## src/rtl/pulse_capture_pkg.sv

```systemverilog
// Shared definitions for the pulse_capture block: register map, CTRL and
// STATUS bit positions, FSM state encoding.
package pulse_capture_pkg;

   // register addresses
   localparam logic [1:0] ADDR_CTRL   = 2'd0;
   localparam logic [1:0] ADDR_RESULT = 2'd1;
   localparam logic [1:0] ADDR_STATUS = 2'd2;
   localparam logic [1:0] ADDR_LIMIT  = 2'd3;

   // CTRL bit positions
   localparam int CTRL_START = 0;
   localparam int CTRL_MODE  = 1;
   localparam int CTRL_IRQEN = 2;

   // STATUS bit positions
   localparam int STAT_BUSY      = 0;
   localparam int STAT_DONE      = 1;
   localparam int STAT_OVF       = 2;
   localparam int STAT_MODE      = 3;
   localparam int STAT_STATE_LSB = 4;

   // measurement FSM encoding (visible in STATUS[5:4])
   typedef enum logic [1:0] {
      ST_IDLE = 2'd0,
      ST_ARM  = 2'd1,
      ST_MEAS = 2'd2,
      ST_DONE = 2'd3
   } cap_state_t;

endpackage

```

## src/rtl/pulse_capture_sync_edge.sv

```systemverilog
// Input synchronizer followed by an edge detector. The asynchronous input
// passes SYNC_STAGES flops, then one more flop holds the previous value so
// rise/fall are single-cycle pulses derived purely from registered signals.
module sync_edge #(
   parameter int SYNC_STAGES = 2
) (
   input  logic clk,
   input  logic rst,
   input  logic din,
   output logic rise,
   output logic fall
);

   logic [SYNC_STAGES-1:0] sync;
   logic                   prev;

   // synchronizer chain plus previous-value flop, all cleared by reset
   always_ff @(posedge clk or posedge rst) begin
      if (rst) begin
         sync <= '0;
         prev <= 1'b0;
      end else begin
         sync <= {sync[SYNC_STAGES-2:0], din};
         prev <= sync[SYNC_STAGES-1];
      end
   end

   assign rise = sync[SYNC_STAGES-1] & ~prev;
   assign fall = ~sync[SYNC_STAGES-1] & prev;

endmodule

```

## src/rtl/pulse_capture.sv

```systemverilog
// Pulse width / period capture unit with a small CPU register interface.
// Optional interrupt output enabled by defining PULSE_CAPTURE_IRQ_EN.
module pulse_capture
   import pulse_capture_pkg::*;
#(
   parameter int SYNC_STAGES = 2,
   parameter int CNT_W       = 32
) (
   input  logic        clk,
   input  logic        rst,
   input  logic        cap_in,
   input  logic        tick,
   input  logic        cap_we,
   input  logic        cap_re,
   input  logic [1:0]  cap_addr,
   input  logic [31:0] cap_wdata,
   output logic [31:0] cap_rdata,
   output logic        cap_busy,
   output logic        cap_done
`ifdef PULSE_CAPTURE_IRQ_EN
   ,
   output logic        cap_irq
`endif
);

   cap_state_t       state;
   logic [CNT_W-1:0] count;
   logic [CNT_W-1:0] count_nxt;
   logic [CNT_W-1:0] result;
   logic [CNT_W-1:0] limit;
   logic             mode;
   logic             ovf;
   logic             rise;
   logic             fall;
   logic             ctrl_wr;
   logic             start;
   logic             rd_result;
   logic             term_edge;
   logic             hit_limit;
`ifdef PULSE_CAPTURE_IRQ_EN
   logic             irqen;
   logic             irqen_nxt;
`endif

   sync_edge #(
      .SYNC_STAGES (SYNC_STAGES)
   ) u_sync_edge (
      .clk  (clk),
      .rst  (rst),
      .din  (cap_in),
      .rise (rise),
      .fall (fall)
   );

   assign ctrl_wr   = cap_we && (cap_addr == ADDR_CTRL);
   assign start     = ctrl_wr && cap_wdata[CTRL_START];
   assign rd_result = cap_re && (cap_addr == ADDR_RESULT);

   // mode 0 ends on the falling edge, mode 1 on the next rising edge
   assign term_edge = mode ? rise : fall;

   // saturating increment; a tick at all-ones leaves the counter unchanged
   assign count_nxt = (tick && (count != '1)) ? count + CNT_W'(1) : count;

   // overflow when the counter just stepped onto LIMIT (nonzero) or all-ones
   assign hit_limit = tick && (((limit != '0) && (count_nxt == limit)) ||
                               (count_nxt == '1));

`ifdef PULSE_CAPTURE_IRQ_EN
   assign irqen_nxt = ctrl_wr ? cap_wdata[CTRL_IRQEN] : irqen;
`endif

   // software-written configuration registers
   always_ff @(posedge clk or posedge rst) begin
      if (rst) begin
         mode  <= 1'b0;
         limit <= '0;
`ifdef PULSE_CAPTURE_IRQ_EN
         irqen <= 1'b0;
`endif
      end else if (cap_we) begin
         case (cap_addr)
            ADDR_CTRL: begin
               mode  <= cap_wdata[CTRL_MODE];
`ifdef PULSE_CAPTURE_IRQ_EN
               irqen <= cap_wdata[CTRL_IRQEN];
`endif
            end
            ADDR_LIMIT: limit <= cap_wdata[CNT_W-1:0];
            default: ;
         endcase
      end
   end

   // measurement FSM with registered busy/done/ovf/irq outputs
   always_ff @(posedge clk or posedge rst) begin
      if (rst) begin
         state    <= ST_IDLE;
         count    <= '0;
         result   <= '0;
         ovf      <= 1'b0;
         cap_busy <= 1'b0;
         cap_done <= 1'b0;
`ifdef PULSE_CAPTURE_IRQ_EN
         cap_irq  <= 1'b0;
`endif
      end else if (start) begin
         // start from any state (re)arms; it also wins over a terminating edge
         state    <= ST_ARM;
         count    <= '0;
         ovf      <= 1'b0;
         cap_busy <= 1'b1;
         cap_done <= 1'b0;
`ifdef PULSE_CAPTURE_IRQ_EN
         cap_irq  <= 1'b0;
`endif
      end else begin
         case (state)
            ST_IDLE: ;
            ST_ARM: begin
               if (rise) begin
                  state <= ST_MEAS;
                  count <= '0;
               end
            end
            ST_MEAS: begin
               count <= count_nxt;
               if (term_edge || hit_limit) begin
                  state    <= ST_DONE;
                  result   <= count_nxt;
                  ovf      <= hit_limit;
                  cap_busy <= 1'b0;
                  cap_done <= 1'b1;
`ifdef PULSE_CAPTURE_IRQ_EN
                  cap_irq  <= irqen_nxt;
`endif
               end
            end
            ST_DONE: begin
               if (rd_result && cap_done) begin
                  cap_done <= 1'b0;
`ifdef PULSE_CAPTURE_IRQ_EN
                  cap_irq  <= 1'b0;
`endif
               end
`ifdef PULSE_CAPTURE_IRQ_EN
               else begin
                  cap_irq <= cap_done & irqen_nxt;
               end
`endif
            end
            default: state <= ST_IDLE;
         endcase
      end
   end

   // combinational read mux; registers zero-extended to 32 bits
   always_comb begin
      cap_rdata = '0;
      case (cap_addr)
         ADDR_CTRL: begin
            cap_rdata[CTRL_MODE] = mode;
`ifdef PULSE_CAPTURE_IRQ_EN
            cap_rdata[CTRL_IRQEN] = irqen;
`endif
         end
         ADDR_RESULT: cap_rdata = 32'(result);
         ADDR_STATUS: begin
            cap_rdata[STAT_BUSY]               = cap_busy;
            cap_rdata[STAT_DONE]               = cap_done;
            cap_rdata[STAT_OVF]                = ovf;
            cap_rdata[STAT_MODE]               = mode;
            cap_rdata[STAT_STATE_LSB +: 2]     = state;
         end
         ADDR_LIMIT: cap_rdata = 32'(limit);
         default: cap_rdata = '0;
      endcase
   end

endmodule

```

## config.mk

```make
export PLATFORM = sky130hd
export DESIGN_NAME = pulse_capture
export DESIGN_NICKNAME = d
export VERILOG_FILES = /design/src/rtl/pulse_capture_pkg.sv /design/src/rtl/pulse_capture_sync_edge.sv /design/src/rtl/pulse_capture.sv
export SDC_FILE = /design/constraint.sdc
export NUM_CORES = 1
export LEC_CHECK = 0
export ABC_AREA = 1
export BUFFER_PORTS_ARGS = -buffer_cell sky130_fd_sc_hd__buf_2
export CAP_MARGIN = 10
export CORE_ASPECT_RATIO = 0.9
export CORE_MARGIN = 2
export CORE_UTILIZATION = 40
export DETAILED_ROUTE_END_ITERATION = 6
export RECOVER_POWER = 100
export REMOVE_ABC_BUFFERS = 1
export SETUP_SLACK_MARGIN = 0.2
export SLEW_MARGIN = 25
export SYNTH_ARGS = -nofsm -noshare
export SYNTH_HDL_FRONTEND = slang
export SYNTH_SLANG_ARGS = --single-unit
```

## constraint.sdc

```tcl
create_clock -name clk -period 4.7 [get_ports clk]
set_clock_uncertainty 0.2 [all_clocks]
set_input_delay 0.705 -clock clk [delete_from_list [all_inputs] [get_ports clk]]
set_output_delay 0.705 -clock clk [all_outputs]
set_load 0.01 [all_outputs]
```

=== Word level (Yosys, flattened, before mapping) ===
Index checks and enable logic that the tools add are counted.

* Add/subtract/negate cells: 1
* Equality and inequality tests: 12
* Muxes and demuxes: 23
* Bitwise logic cells: 5
* Reduce and logical (&&, ||, !) cells: 22

{| class="wikitable"
|+ Operator list
! cell !! number
|-
| 32-bit 2-to-1 mux || 3
|-
| 32-bit one-hot mux with 2 select lines || 1
|-
| 26-bit one-hot mux with 2 select lines || 1
|-
| 32-bit by 1-bit adder with 32-bit output (second input constant) || 1
|-
| 32-bit equality test || 1
|-
| 32-bit equality test (second input constant) || 1
|-
| 32-bit != test (second input constant) || 1
|-
| 32-bit nonzero test || 1
|-
| 4-bit one-hot mux with 3 select lines || 1
|-
| 1-bit 2-to-1 mux || 10
|-
| 3-bit != test (second input constant) || 3
|-
| 3-bit AND reduction || 3
|-
| 2-bit equality test (second input constant) || 4
|-
| 2-bit AND reduction || 4
|-
| 1-bit logical AND || 7
|-
| 2-bit 2-to-1 mux || 3
|-
| 3-bit nonzero test || 2
|-
| 2-bit by 1-bit equality test with 1-bit output (second input constant) || 2
|-
| 1-bit one-hot mux with 4 select lines || 1
|-
| 2-bit one-hot mux with 2 select lines || 1
|-
| 2-bit nonzero test || 2
|-
| 1-bit NOT || 3
|-
| 1-bit one-hot mux with 3 select lines || 1
|-
| 1-bit bitwise AND || 2
|-
| 3 further kinds || 4
|}

* Flip-flop bits (word level): 105
* Output and inout port bits: 34
* Word-level logic and storage cells: 73

=== Depth between registers and ports, before layout ===
Gate-level depths: netlist of the first run.

* Depth after elaboration: 11
* Gate-level depth with buffers: 23
* Depth with buffers taken out: 22

=== Cells and area by module ===
Synthesis of the first run repeated with hierarchy kept, for this count alone.

* Cell total of the unflattened synthesis: 946
* Area total of the unflattened synthesis: 6532.5 µm²

{| class="wikitable"
|+ Modules (own cells, without submodules)
! module !! times used !! cells each !! area an instance (µm²) !! seq. area each (µm²)
|-
| pulse_capture || 1 || 938 || 6438.7 || 2552.4
|-
| sync_edge || 1 || 8 || 93.8 || 75.1
|}

=== Worst setup path before layout of the first run ===
No wires, ideal clock.

* Path type: input port to flip-flop
* Start point: in tick
* End point: reg result[10]
* Arrival time: 2644 ps
* Required time: 4383 ps
* Slack: 1739 ps
* Cell stages on the path: 21
* Cells stage by stage: buf_4 > inv_1 > nor2_1 > nand2_1 > nor3_1 > nand2_1 > nand2_1 > nand2_1 > nand2_1 > nand2_1 > nor2_1 > nand2_1 > nor2_1 > nand2_1 > o21ai_2 > nand2_2 > nand2_4 > nand3_4 > buf_6 > nand2_1 > nand2_1

* Longest elaborated chain between the ends: 8
* Elaborated cells on any way between the ends: 9

{| class="wikitable"
|+ Ends and longest elaborated chain
! what !! line !! text
|-
| start, declared || pulse_capture.sv:12 || <nowiki>input logic tick,</nowiki>
|-
| 1-bit logical AND || pulse_capture.sv:63 || <nowiki>assign count_nxt = (tick && (count != '1)) ? count + CNT_W'(1) : count;</nowiki>
|-
| 32-bit 2-to-1 mux || pulse_capture.sv:63 ||
|-
| 32-bit equality test || pulse_capture.sv:66 || <nowiki>assign hit_limit = tick && (((limit != '0) && (count_nxt == limit)) ||</nowiki>
|-
| 1-bit logical AND || pulse_capture.sv:66 ||
|-
| 1-bit logical OR || pulse_capture.sv:66 ||
|-
| 1-bit logical AND || pulse_capture.sv:66 ||
|-
| 1-bit logical OR || pulse_capture.sv:128 || <nowiki>if (term_edge || hit_limit) begin</nowiki>
|-
| 3-bit AND reduction (no source line) || - ||
|-
| end signal, assigned || pulse_capture.sv:130 || <nowiki>result <= count_nxt;</nowiki>
|-
| end, declared || pulse_capture.sv:29 || <nowiki>logic [CNT_W-1:0] result;</nowiki>
|}

Parallel ways exist; a longest one is shown, timed or not.
A chain may end at the register's enable or synchronous reset.

=== Worst setup path in the final report of the first run ===
* Start point: reg count[0]
* End point: reg result[9]

* Longest elaborated chain between the ends: 9
* Elaborated cells on any way between the ends: 11

{| class="wikitable"
|+ Ends and longest elaborated chain
! what !! line !! text
|-
| start, declared || pulse_capture.sv:27 || <nowiki>logic [CNT_W-1:0] count;</nowiki>
|-
| start signal, assigned || pulse_capture.sv:127 || <nowiki>count <= count_nxt;</nowiki>
|-
| parallel branches: the longest is 2 deep, another holds 32-bit by 1-bit adder with 32-bit output || - ||
|-
| 32-bit 2-to-1 mux (*) || pulse_capture.sv:63 ||
|-
| 32-bit equality test || pulse_capture.sv:66 ||
|-
| 1-bit logical AND || pulse_capture.sv:66 ||
|-
| 1-bit logical OR || pulse_capture.sv:66 ||
|-
| 1-bit logical AND || pulse_capture.sv:66 ||
|-
| 1-bit logical OR || pulse_capture.sv:128 ||
|-
| 3-bit AND reduction (no source line) || - ||
|}

Mark *: on every way between the ends.

==> flow_metrics.py, run 1 <==
metrics = {
    "detailed_routing": {
        "num_vias": 6600,
        "dr.pass1.iters": 7,
        "drc": 4,
        "drt-total-wl_mm": 20.9,
        "drtAntennaViolNets": 0,
        "viasPerCell": 5.19,
        "drt_iter0_drc": 458,
        "wl_per_cell_um": 16.4,
    },
    "clock_network": {
        "cts.repair.resized": 0,
        "cts_htree_levels": 3,
        "clk_latency_ns": 0.37,
        "clkSinkCount": 105,
        "cts_tree": "built",
        "postCtsSetupBuffers": 0,
        "cts-hold-fix-buffers": 0,
        "cts_root_buffer": "clkbuf_16",
        "cts_buffer_depth": 2,
        "cts_buffers": 9,
        "clkTransAtPathRegs_ns": 0.08,
    },
    "floorplanning": {
        "core-area_um2": 16200,
        "ios": 74,
        "die_x_um": 140,
        "dieArea_um2": 17700,
        "die_h_um": 126,
        "start_util_pct": 41.1,
        "rows": 44,
    },
    "run": {
        "maxCapViolations": 6,
    },
    "final_layout": {
        "final_cell_mix": "362 x nand2_1, 110 x nor2_1, 105 x dfrtp_1",
        "final_common_cell": "nand2_1",
        "num-nets-final": 1101,
        "final_layout_size_suffix_gt1_share_pct": 9.77,
        "synthToLayoutAreaGrowth_pct": 11.6,
        "n_antenna_cell": 0,
        "fin_area_um2": 7440,
    },
    "logic_synthesis": {
        "synthTopCellsByArea": "dfrtp_1 39%, nand2_1 20%, nand3_1 7.0%, nor2_1 6.2%, inv_1 5.5%",
        "synthArstFlopShare_pct": 100,
        "ys_warn_count": 0,
        "seq_area_frac_synth_pct": 39.4,
        "synth-edff-count": 0,
        "synth_top_cell_by_area": "dfrtp_1",
        "postSynthAreaPerCell_um2": 6.69,
        "postSynthCellCount": 997,
        "ys_ff_latch": 105,
        "synth_top_flop_cell": "dfrtp_1",
        "netlist.area_leader.share_pct": 39.4,
        "netlist_area_um2": 6670,
        "synthDistinctLibCells": 36,
    },
    "placed_design": {
        "numPortBuffers": 73,
        "hpwl_mm": 15.6,
        "globalplace.congestion": 0.930,
        "place_ws_ns": 0.556,
        "placedInstanceArea_um2": 7220,
    },
    "outcome": {
        "failed_checks": "DRC, capacitance limit, slew limit",
        "status": "finished, violations left",
    },
    "global_route": {
        "grt_max_degree": 57,
        "grt.total_usage_pct": 24.5,
        "grt_overflow": 0,
        "grt_pass1_wl_mm": 34.4,
        "grt_pass1_vias": 6484,
        "antenna_found_initial": 1,
    },
    "worst_setup_path": {
        "slowest_stage": "dfrtp_1",
        "path_delay_family": "simple AND/OR/NAND/NOR gates",
        "endpoint_kind": "flop",
        "timing.rr.start": "count[0]",
        "timing.critical_path.buf_inv": 1,
        "crit_required_ns": 4.80,
        "cp_data_arrival_time_ns": 4.30,
        "crit_chain": "ha_1 -> nand2_1 -> nor2_1 -> nand2_1 -> nor2_2 -> nand2_4 -> nand2_1 -> o21ai_1 -> nand2_1 -> nand2_1 -> nand2_1 -> nand2_1 -> nor2_1 -> nand3_1 -> o21ai_2 -> nand2_2 -> nand2_4 -> clkbuf_2 -> nand4_1 -> nand2_1",
        "worstPathMaxFanout": 35,
        "crit_start": "count[0]",
        "path_class": "reg -> reg",
        "cp_common_cell": "nand2_1",
        "start_kind": "flop",
        "cp.depth": 20,
        "cp_slowest_stage_delay_ns": 0.41,
        "reg2reg_depth": 20,
    },
    "timing": {
        "setup_viol": 0,
        "fmax_ghz": 0.238,
        "tns_ns": 0,
        "finalCriticalPeriod_ns": 4.20,
        "finalMaxSlewViolations": 234,
        "relSlewSlack_pct": -36.2,
        "worst_slack_ns": 0.498,
        "fin_crit_sh_pct": 89.4,
        "worstMarginPinSlew_ns": 2.04,
        "rsz0062_at_grt": "no",
        "hold_viol_final": 0,
    },
    "power_and_ir_drop": {
        "power_frac_comb_pct": 30.7,
        "switching_share_pct": 39.5,
        "p_leak_nw": 3.58,
        "power_frac_seq_pct": 41.5,
        "p_int_mw": 1.74,
        "p_sw_mw": 1.13,
        "power_density_nw_per_um2": 386,
        "ir_drop_mv": 0.254,
        "clkPwrFrac_pct": 27.8,
    },
    "worst_hold_path": {
        "holdCritPathClass": "reg -> reg",
        "hold_depth": 0,
        "hp-start": "u_sync_edge.sync[0]",
    },
}
[area by class of cell]
| class | count | area, µm² |
|---|---|---|
| repair buffers | 86 | 393 |
| clock buffers | 9 | 225 |
| multi-input cells | 756 | 3470 |
| inverters | 102 | 384 |
| fillers | 1784 | 8800 |
| well taps | 207 | 259 |
| flip-flops and latches | 105 | 2630 |
| clock inverters | 7 | 77.6 |
[cell usage after synthesis (8+ instances only)]
cell type  number
clkbuf_1       22
nor3_1          8
dfrtp_1       105
o22ai_1        20
nand2_2         9
nand3_2         9
nand2_1       362
a21oi_1        31
inv_1          97
nand3_1        93
nand4_1        28
nor2_1        111
buf_6           8
o21ai_0        46
[cells by family (layout without fill, tap and decap cells)]
logic type	Yosys count	in the layout	share of synthesized area, %
compound gates	111	111	9.16
flops	105	105	39.4
buf+inv	136	204	8.74
xor+xnor	5	5	0.863
simple gates	639	639	41.7
fa+ha+maj	1	1	0.188
[layer usage]
metal | share of wire (%) | global-route usage [%]
met5 | 0 | 0
met4 | 1.3 | 6.06
met3 | 4.8 | 4.08
met2 | 43 | 38.0
met1 | 51 | 35.9
[metrics by stage]
| stage | power, mW | hold WS (ns) | cells | util (%) |
|---|---|---|---|---|
| 2_1_floorplan | 1.75 | 0.131 | 963 | - |
| 3_3_place_gp | 2.09 | 0.133 | 1256 | 44.4 |
| 3_5_place_dp | 2.09 | 0.136 | 1256 | 44.4 |
| 4_1_cts | 2.89 | 0.155 | 1272 | 46.3 |
| 5_1_grt | 3.05 | 0.171 | 1272 | 45.8 |
| 6_report | 2.87 | 0.152 | 1272 | 45.8 |
[power by group through the flow]
stage	clock [mW]	combinational, mW	sequential [mW]
floorplan	0	0.583	1.16
global placement	0	0.891	1.20
detailed placement	0	0.892	1.20
CTS	0.808	0.895	1.19
global route	0.843	0.995	1.21
finish	0.798	0.882	1.19
[final timing paths]
check	slack, ns	to
min in group asynchronous	0.51	result[3]
max	0.50	result[9]
min reg2reg	0.15	u_sync_edge.sync[1]
min	0.15	u_sync_edge.sync[1]
max reg2reg	0.50	result[9]
max in group asynchronous	1.28	result[27]
[registers in the layout (all words and copies together) (netlist names)]
| name | cells |
|---|---|
| cap_done | 1 |
| limit | 32 |
| count | 32 |
| result | 32 |
| u_sync_edge.prev | 1 |
| mode | 1 |
| state | 2 |
| cap_busy | 1 |
| u_sync_edge.sync | 2 |
| ovf | 1 |
Power figures use the tool's default switching activity.
==> run 2, diff against run 1 <==
==> constraint.sdc (replaced) <==
create_clock -name clk -period 4.7 [get_ports clk]
set_clock_uncertainty 0.2 [all_clocks]
set_input_delay 0 -clock clk [delete_from_list [all_inputs] [get_ports clk]]
set_output_delay 0 -clock clk [all_outputs]
set_load 0.01 [all_outputs]
==> flow_metrics.py, run 2 (synthesis results as in run 1) <==
metrics = {
    "timing": {
        "relSlewSlack_pct": -83.6,
        "fin_hold_ws_ns": 0.0649,
        "finalMaxSlewViolations": 165,
        "rsz0062_at_grt": "no",
        "hold_viol_final": 0,
        "fmax_ghz": 0.245,
        "tns_ns": 0,
        "setup_viol": 0,
        "worst_slack_ns": 0.610,
        "fin_crit_sh_pct": 87.0,
        "finalCriticalPeriod_ns": 4.09,
        "worstMarginPinSlew_ns": 2.75,
    },
    "floorplanning": {
        "start_util_pct": 41.1,
        "die_h_um": 126,
        "rows": 44,
        "die_x_um": 140,
        "ios": 74,
        "core-area_um2": 16200,
        "dieArea_um2": 17700,
    },
    "detailed_routing": {
        "num_vias": 6774,
        "dr.pass1.iters": 7,
        "drc": 4,
        "wl_per_cell_um": 16.0,
        "dr.max_layer_used": "met4",
        "wl_met3_mm": 1.19,
        "drt_iter0_drc": 522,
        "viasPerCell": 5.19,
        "wl_met2_mm": 9.10,
        "met1Wirelength_mm": 10.3,
        "drt-total-wl_mm": 20.9,
        "drtAntennaViolNets": 0,
    },
    "worst_setup_path": {
        "start_kind": "flop",
        "reg2reg_depth": 20,
        "cp_data_arrival_time_ns": 4.20,
        "crit_start": "count[0]",
        "worstPathMaxFanout": 35,
        "timing.rr.start": "count[0]",
        "endpoint_kind": "flop",
        "r2r-end": "result[10]",
        "r2r_slack_ns": 0.61,
        "path_class": "reg -> reg",
        "cp-endpoint": "result[10]",
        "crit_required_ns": 4.81,
    },
    "final_layout": {
        "final_util_pct": 47.9,
        "n_antenna_cell": 0,
        "reg_top3": "count x32, limit x32, result x32",
        "synthToLayoutAreaGrowth_pct": 16.7,
        "num-nets-final": 1134,
        "nFillCells": 1754,
        "final_layout_size_suffix_gt1_share_pct": 8.47,
        "final_common_cell": "nand2_1",
        "final_cell_mix": "363 x nand2_1, 111 x nor2_1, 105 x dfrtp_1",
    },
    "clock_network": {
        "cts_htree_levels": 3,
        "cts_tree": "built",
        "cts_buffers": 9,
        "cts_root_buffer": "clkbuf_16",
        "clkSinkCount": 105,
        "cts_buffer_depth": 2,
        "clkTransAtPathRegs_ns": 0.08,
        "clk_latency_ns": 0.37,
    },
    "global_route": {
        "grt_overflow": 0,
        "grt.total_usage_pct": 24.4,
        "antenna_found_initial": 0,
        "grt_pass1_vias": 6512,
        "grt_max_degree": 72,
        "grt_pass1_wl_mm": 34.3,
    },
    "run": {
        "maxCapViolations": 3,
    },
    "placed_design": {
        "place_ws_ns": 0.762,
        "numPortBuffers": 73,
        "hpwl_mm": 15.1,
        "globalplace.congestion": 0.948,
    },
    "worst_hold_path": {
        "holdCritPathClass": "in -> reg",
        "hp-start": "cap_in",
    },
    "power_and_ir_drop": {
        "ir_drop_mv": 0.208,
        "p_leak_nw": 3.72,
        "power_density_nw_per_um2": 372,
        "power.total_mw": 2.90,
    },
    "outcome": {
        "failed_checks": "DRC, capacitance limit, slew limit",
        "status": "finished, violations left",
    },
}
[run 2: worst min-delay path by stage]
stage | slack (ns) | depth (start not counted) | end
CTS | 0.05 | 2 | u_sync_edge.sync[0]
finish | 0.06 | 2 | u_sync_edge.sync[0]
global route | 0.08 | 2 | u_sync_edge.sync[0]
floorplan | -0.17 | 0 | u_sync_edge.sync[0]
global placement | -0.09 | 1 | u_sync_edge.sync[0]
detailed placement | -0.09 | 1 | u_sync_edge.sync[0]
[run 2: per-stage QoR]
stage | area [µm²] | std cells
3_5_place_dp | 7180 | 1251
2_1_floorplan | 6470 | 963
5_1_grt | 7780 | 1305
3_3_place_gp | 7170 | 1251
4_1_cts | 7870 | 1305
6_report | 7780 | 1305
[run 2: metal layers]
metal | track usage (%) | vias to the layer above
met5 | 0 | -
met4 | 6.00 | 0
met3 | 3.25 | 17
met2 | 38.2 | 191
met1 | 36.0 | 3165
li1 | - | 3401
[run 2: power by group]
| part | total [mW] | switching (mW) | internal [mW] |
|---|---|---|---|
| logic | 0.887 | 0.615 | 0.272 |
| clock network | 0.820 | 0.385 | 0.435 |
| registers | 1.19 | 0.134 | 1.06 |
| total | 2.90 | 1.13 | 1.76 |
[run 2: what timing repair did]
item / 4_1_cts / 5_1_grt
hold buffers: 38 / 0
endpoints found under the hold margin: 108 / 0
gates resized for setup: 0 / 0
buffers inserted: 0 / 0
[run 2: worst max-delay path: stages (launching register included)]
cell	delay, ns
dfrtp_1	0.40
ha_1	0.25
nand2_1	0.09
nor2_1	0.14
nand2_1	0.08
nor2_2	0.15
nand2_4	0.27
nand2_4	0.29
inv_1	0.21
o21ai_0	0.23
nand2_2	0.13
inv_2	0.08
nand3_1	0.11
nor3_1	0.25
nand3_1	0.13
o21ai_2	0.10
nand2_1	0.12
nand2_4	0.09
buf_4	0.37
nand4_1	0.20
nand2_1	0.12
[run 2: layout make-up]
cell class                      count  area, µm²  area share, %
Timing Repair Buffer              119        743           9.55
Multi-Input combinational cell    756       3460           44.5
Inverter                          102        383           4.92
Clock inverter                      6       72.6          0.932
Clock buffer                       10        239           3.07
Sequential cell                   105       2630           33.8
Tap cell                          207        259           3.33
